<file path="config.mk">
export PLATFORM = sky130hd
export DESIGN_NAME = activity_monitor
export DESIGN_NICKNAME = d
export VERILOG_FILES = /design/src/rtl/activity_monitor_pkg.sv /design/src/rtl/activity_counter.sv /design/src/rtl/activity_monitor.sv
export SDC_FILE = /design/constraint.sdc
export NUM_CORES = 1
export LEC_CHECK = 0
export BUFFER_PORTS_ARGS = -buffer_cell sky130_fd_sc_hd__buf_2
export CORE_ASPECT_RATIO = 0.5
export CORE_MARGIN = 2
export CORE_UTILIZATION = 44
export CTS_BUF_LIST = sky130_fd_sc_hd__clkbuf_16
export DETAILED_ROUTE_END_ITERATION = 10
export PLACE_DENSITY = 0.65
export SLEW_MARGIN = 10
export SYNTH_ARGS = -nofsm -noshare
export SYNTH_HDL_FRONTEND = slang
export SYNTH_SLANG_ARGS = --single-unit
</file>
<file path="constraint.sdc">
create_clock -name clk -period 2.8 [get_ports clk]
set_clock_uncertainty 0.05 [all_clocks]
set_input_delay 0.42 -clock clk [delete_from_list [all_inputs] [get_ports clk]]
set_output_delay 0.42 -clock clk [all_outputs]
set_load 0.02 [all_outputs]
</file>
<file path="src/rtl/activity_monitor_pkg.sv">
// Shared types and parameter defaults for the activity monitor.
package activity_monitor_pkg;

    localparam int unsigned WIDTH_DEF = 4;
    localparam int unsigned CNT_W_DEF = 16;

    typedef enum logic [1:0] {
        IDLE = 2'd0,
        RUN  = 2'd1,
        READ = 2'd2
    } state_e;

endpackage

</file>
<file path="src/rtl/activity_counter.sv">
// Per-signal activity counters: saturating toggle count, optional saturating
// high-cycle count, and the previous-sample register for edge detection.
// Macro ACTIVITY_MONITOR_HIGH_TIME_EN builds the high-cycle counter; without it
// the high output is tied to zero and no counter register exists.
module activity_counter
    import activity_monitor_pkg::*;
#(
    parameter int unsigned CNT_W = CNT_W_DEF
) (
    input  logic             clk,
    input  logic             rst,
    input  logic             clear,
    input  logic             enable,
    input  logic             sig_bit,
    output logic [CNT_W-1:0] toggles,
    output logic [CNT_W-1:0] high
);

    logic prev;

    // Toggle counter and previous sample; clear re-arms prev with the live value.
    always_ff @(posedge clk or posedge rst) begin
        if (rst) begin
            prev    <= 1'b0;
            toggles <= '0;
        end else if (clear) begin
            prev    <= sig_bit;
            toggles <= '0;
        end else if (enable) begin
            prev <= sig_bit;
            if ((sig_bit != prev) && (toggles != '1)) begin
                toggles <= toggles + 1'b1;
            end
        end
    end

`ifdef ACTIVITY_MONITOR_HIGH_TIME_EN
    logic [CNT_W-1:0] high_cnt;

    // High-cycle counter, saturating at all-ones.
    always_ff @(posedge clk or posedge rst) begin
        if (rst) begin
            high_cnt <= '0;
        end else if (clear) begin
            high_cnt <= '0;
        end else if (enable && sig_bit && (high_cnt != '1)) begin
            high_cnt <= high_cnt + 1'b1;
        end
    end

    assign high = high_cnt;
`else
    assign high = '0;
`endif

endmodule

</file>
<file path="src/rtl/activity_monitor.sv">
// Activity monitor top: measures toggles (and optionally high time) of each
// monitored signal over a start/stop window, then streams one record per
// signal through a valid/ready readout.
// Macro ACTIVITY_MONITOR_HIGH_TIME_EN enables the high-time counters.
module activity_monitor
    import activity_monitor_pkg::*;
#(
    parameter int unsigned WIDTH = WIDTH_DEF,
    parameter int unsigned CNT_W = CNT_W_DEF,
    localparam int unsigned IDX_W = (WIDTH > 1) ? $clog2(WIDTH) : 1
) (
    input  logic             clk,
    input  logic             rst,
    input  logic [WIDTH-1:0] sig,
    input  logic             start,
    input  logic             stop,
    output logic             busy,
    output logic [CNT_W-1:0] window,
    output logic             rd_valid,
    input  logic             rd_ready,
    output logic [IDX_W-1:0] rd_idx,
    output logic [CNT_W-1:0] rd_toggles,
    output logic [CNT_W-1:0] rd_high,
    output logic             rd_last
);

    state_e state, state_d;
    logic   clear;
    logic   enable;
    logic   handshake;

    logic [CNT_W-1:0] tog_cnt  [WIDTH];
    logic [CNT_W-1:0] high_cnt [WIDTH];

    for (genvar i = 0; i < WIDTH; i++) begin : g_cnt
        activity_counter #(
            .CNT_W (CNT_W)
        ) u_cnt (
            .clk     (clk),
            .rst     (rst),
            .clear   (clear),
            .enable  (enable),
            .sig_bit (sig[i]),
            .toggles (tog_cnt[i]),
            .high    (high_cnt[i])
        );
    end

    assign busy       = (state != IDLE);
    assign rd_last    = (state == READ) && (rd_idx == IDX_W'(WIDTH - 1));
    assign rd_toggles = tog_cnt[rd_idx];
    assign rd_high    = high_cnt[rd_idx];

    // State register.
    always_ff @(posedge clk or posedge rst) begin
        if (rst) begin
            state <= IDLE;
        end else begin
            state <= state_d;
        end
    end

    // Next-state and control decode; start wins over stop in IDLE.
    always_comb begin
        state_d   = state;
        clear     = 1'b0;
        enable    = 1'b0;
        rd_valid  = 1'b0;
        handshake = 1'b0;
        unique case (state)
            IDLE: begin
                if (start) begin
                    clear   = 1'b1;
                    state_d = RUN;
                end
            end
            RUN: begin
                enable = 1'b1;
                if (stop) begin
                    state_d = READ;
                end
            end
            READ: begin
                rd_valid = 1'b1;
                if (rd_ready) begin
                    handshake = 1'b1;
                    if (rd_last) begin
                        state_d = IDLE;
                    end
                end
            end
            default: state_d = IDLE;
        endcase
    end

    // Window length counter and readout index.
    always_ff @(posedge clk or posedge rst) begin
        if (rst) begin
            window <= '0;
            rd_idx <= '0;
        end else begin
            if (clear) begin
                window <= '0;
            end else if (enable && (window != '1)) begin
                window <= window + 1'b1;
            end
            if (enable && stop) begin
                rd_idx <= '0;
            end else if (handshake) begin
                rd_idx <= rd_last ? '0 : rd_idx + 1'b1;
            end
        end
    end

endmodule

</file>
==> flow_summary.json <==
{
  "async_flop_share": 1.00,
  "required_ns": 2.33,
  "synth_area_leader_cell": "dfrtp_1",
  "p_seq_frac": 0.391,
  "yosysWarnings": 0,
  "cts_resized": 0,
  "cts_hold_buf": 0,
  "synth_seq_cells": 88,
  "finalSetupTns_ns": 0,
  "wire_per_inst_um": 17.0,
  "crit_slowest_cell": "dfrtp_1",
  "tightest_slew_ns": 0.677,
  "io_buffers": 45,
  "area_growth_pct": 13.7,
  "syn_inst": 513,
  "gp_congestion": 0.863,
  "htreeDepth": 3,
  "drt-pass1-iter-count": 4,
  "synth_top_area_share": 0.433,
  "clock_power_share": 0.341,
  "hold_viol_final": 0,
  "drive_above_1_share": 0.173,
  "post-route-min-period_ns": 2.39,
  "ant_nets": 0,
  "fin_crit_sh": 0.852,
  "switching_share": 0.340,
  "critPathKind": "register to output pin",
  "ys_types": 55,
  "design.die.area_mm2": 0.0125,
  "vias_per_cell": 5.72,
  "finalNetCount": 575,
  "ys_top_cells_by_area": "dfrtp_1, mux4_2, xnor2_1",
  "drtIter0Drc": 235,
  "vias": 4062,
  "peakVddDrop_uv": 331,
  "die_h_um": 80.0,
  "drc": 0,
  "die_x_um": 156,
  "power_density_mw_per_mm2": 695,
  "cts.path.max_buffers": 2,
  "seq_area_frac_synth": 0.433,
  "fmax_ghz": 0.419,
  "grt_max_degree": 55,
  "path_clk_slew_ns": 0.06,
  "layout_common_cells": "dfrtp_1, nor2_1, nand2_1",
  "leakage_nw": 2.59,
  "root_buffer": "clkbuf_16",
  "synth_area_mm2": 0.00509,
  "place_ws_ns": 0.602,
  "row_count": 27,
  "cp_max_fo": 12,
  "drv_cap": 0,
  "worstSkewPairLatency_ns": 0.34,
  "grt_pass1_wl_mm": 19.6,
  "wl_mm": 12.1,
  "relSlewSlack": 0.549,
  "grt_overflow_total": 0,
  "post_cts_buffers": 0,
  "crit_path_start": "rd_idx[1]",
  "cts_tree": "yes",
  "crit_path_end_kind": "output pin",
  "holdCritPathClass": "primary input to async pin",
  "critical_path.max_stage_delay_ns": 0.77,
  "status": "finished clean",
  "mostFrequentLayoutCell": "dfrtp_1",
  "power.internal_mw": 2.65,
  "antennaDiodeCount": 0,
  "coreArea_mm2": 0.0111,
  "cp.arrival_ns": 1.92,
  "reg2reg_from": "state[1]",
  "dp_hpwl_mm": 8.61,
  "grt_usage": 0.207,
  "finalMaxSlewViolations": 0,
  "ios": 62,
  "initial_core_util": 0.458,
  "fill_cells": 1003,
  "synth_flop_cell": "dfrtp_1",
  "start_kind": "register",
  "crit_path_cell_trace": "mux4_2 -> buf_2",
  "cts_buffers": 9,
  "synth_enable_flop_cells": 0,
  "setup_ws_ns": 0.414,
  "grt_antenna_before_repair": 0,
  "cts.sinks": 88,
  "p_comb_frac": 0.269,
  "syn_area_per_cell_um2": 9.92,
  "grt_pass1_vias": 3787,
  "setup-violations-final": 0,
  "switchingPower_mw": 1.37,
  "rsz0062_at_grt": "no"
}
-- synthesized netlist by cell type, types with 6 or more instances --
library cell	count
dfrtp_1	88
nor2_1	60
nand2_1	53
nand3_1	35
xnor2_1	26
nand4_1	21
mux2i_1	19
xor2_1	18
buf_4	16
mux4_2	16
nor3_1	14
clkbuf_1	12
nor4_1	12
a21oi_1	11
and3_1	11
inv_1	8
o21ai_0	8
and4_1	7
o211ai_1	7
ha_1	6
-- cell families (layout without fill, tap and decap cells) --
family | count (synthesis) | count (layout) | synth area share
other | 1 | 16 | 0.000737
buffers and inverters | 40 | 77 | 0.0433
AOI/OAI and AO/OA | 49 | 49 | 0.0649
muxes | 39 | 39 | 0.117
xor gates and xnor gates | 44 | 44 | 0.0758
and+or+nand+nor | 246 | 246 | 0.251
adders and majority gates | 6 | 6 | 0.0148
DFF | 88 | 88 | 0.433
-- power by group through the flow --
stage / sequential, mW / combinational [mW] / clock, mW
4_1_cts: 1.57 / 1.09 / 1.40
6_report: 1.57 / 1.08 / 1.37
5_1_grt: 1.59 / 1.19 / 1.44
2_1_floorplan: 1.56 / 0.793 / 0
3_3_place_gp: 1.58 / 1.08 / 0
3_5_place_dp: 1.59 / 1.09 / 0
-- per-stage QoR --
stage | power [mW] | instances | utilization | hold slack [ns] | cell area, um2
finish | 4.02 | 710 | 0.520 | 0.0985 | 5780
detailed placement | 2.68 | 694 | 0.490 | 0.446 | 5450
global placement | 2.66 | 694 | 0.490 | 0.429 | 5450
CTS | 4.06 | 710 | 0.520 | 0.120 | 5780
floorplan | 2.35 | 528 | - | 0.409 | 5140
global route | 4.22 | 710 | 0.520 | 0.161 | 5780
-- area by class of cell --
class                           instances  area (um2)  area share
Inverter                                8        31.3     0.00541
Multi-Input combinational cell        400        2720       0.471
Timing Repair Buffer                   53         310      0.0536
Clock inverter                          7         111      0.0193
Sequential cell                        88        2200       0.381
Tap cell                              145         181      0.0314
Clock buffer                            9         225      0.0389
-- final timing paths --
kind | to | slack (ns) | depth (start not counted)
max | rd_toggles[4] | 0.41 | 2
min reg2reg | window[15] | 0.46 | 1
min in group clk | rd_idx[1] | 0.24 | 2
max in group asynchronous | g_cnt[2].u_cnt.toggles[5] | 1.88 | 3
min | window[10] | 0.1 | 2
max reg2reg | g_cnt[1].u_cnt.toggles[9] | 0.64 | 6
-- worst max-delay path: cells and delay by family (launching register included) --
kind	cells	cell delay [ns]
buf+inv	1	0.18
flops	1	0.77
mux	1	0.61
-- per-layer routing --
metal | track usage | up-vias | wire [um]
li1 | - | 1926 | -
met1 | 0.291 | 2016 | 5800
met2 | 0.315 | 108 | 5280
met3 | 0.0461 | 12 | 782
met4 | 0.0761 | 0 | 199
met5 | 0 | - | 0
-- registers in the layout, summed over array words and instances, names as in the netlist --
signal	flops
window	16
rd_idx	2
g_cnt.u_cnt.prev	4
g_cnt.u_cnt.toggles	64
state	2
No activity file was read; power rests on OpenSTA's default activity.
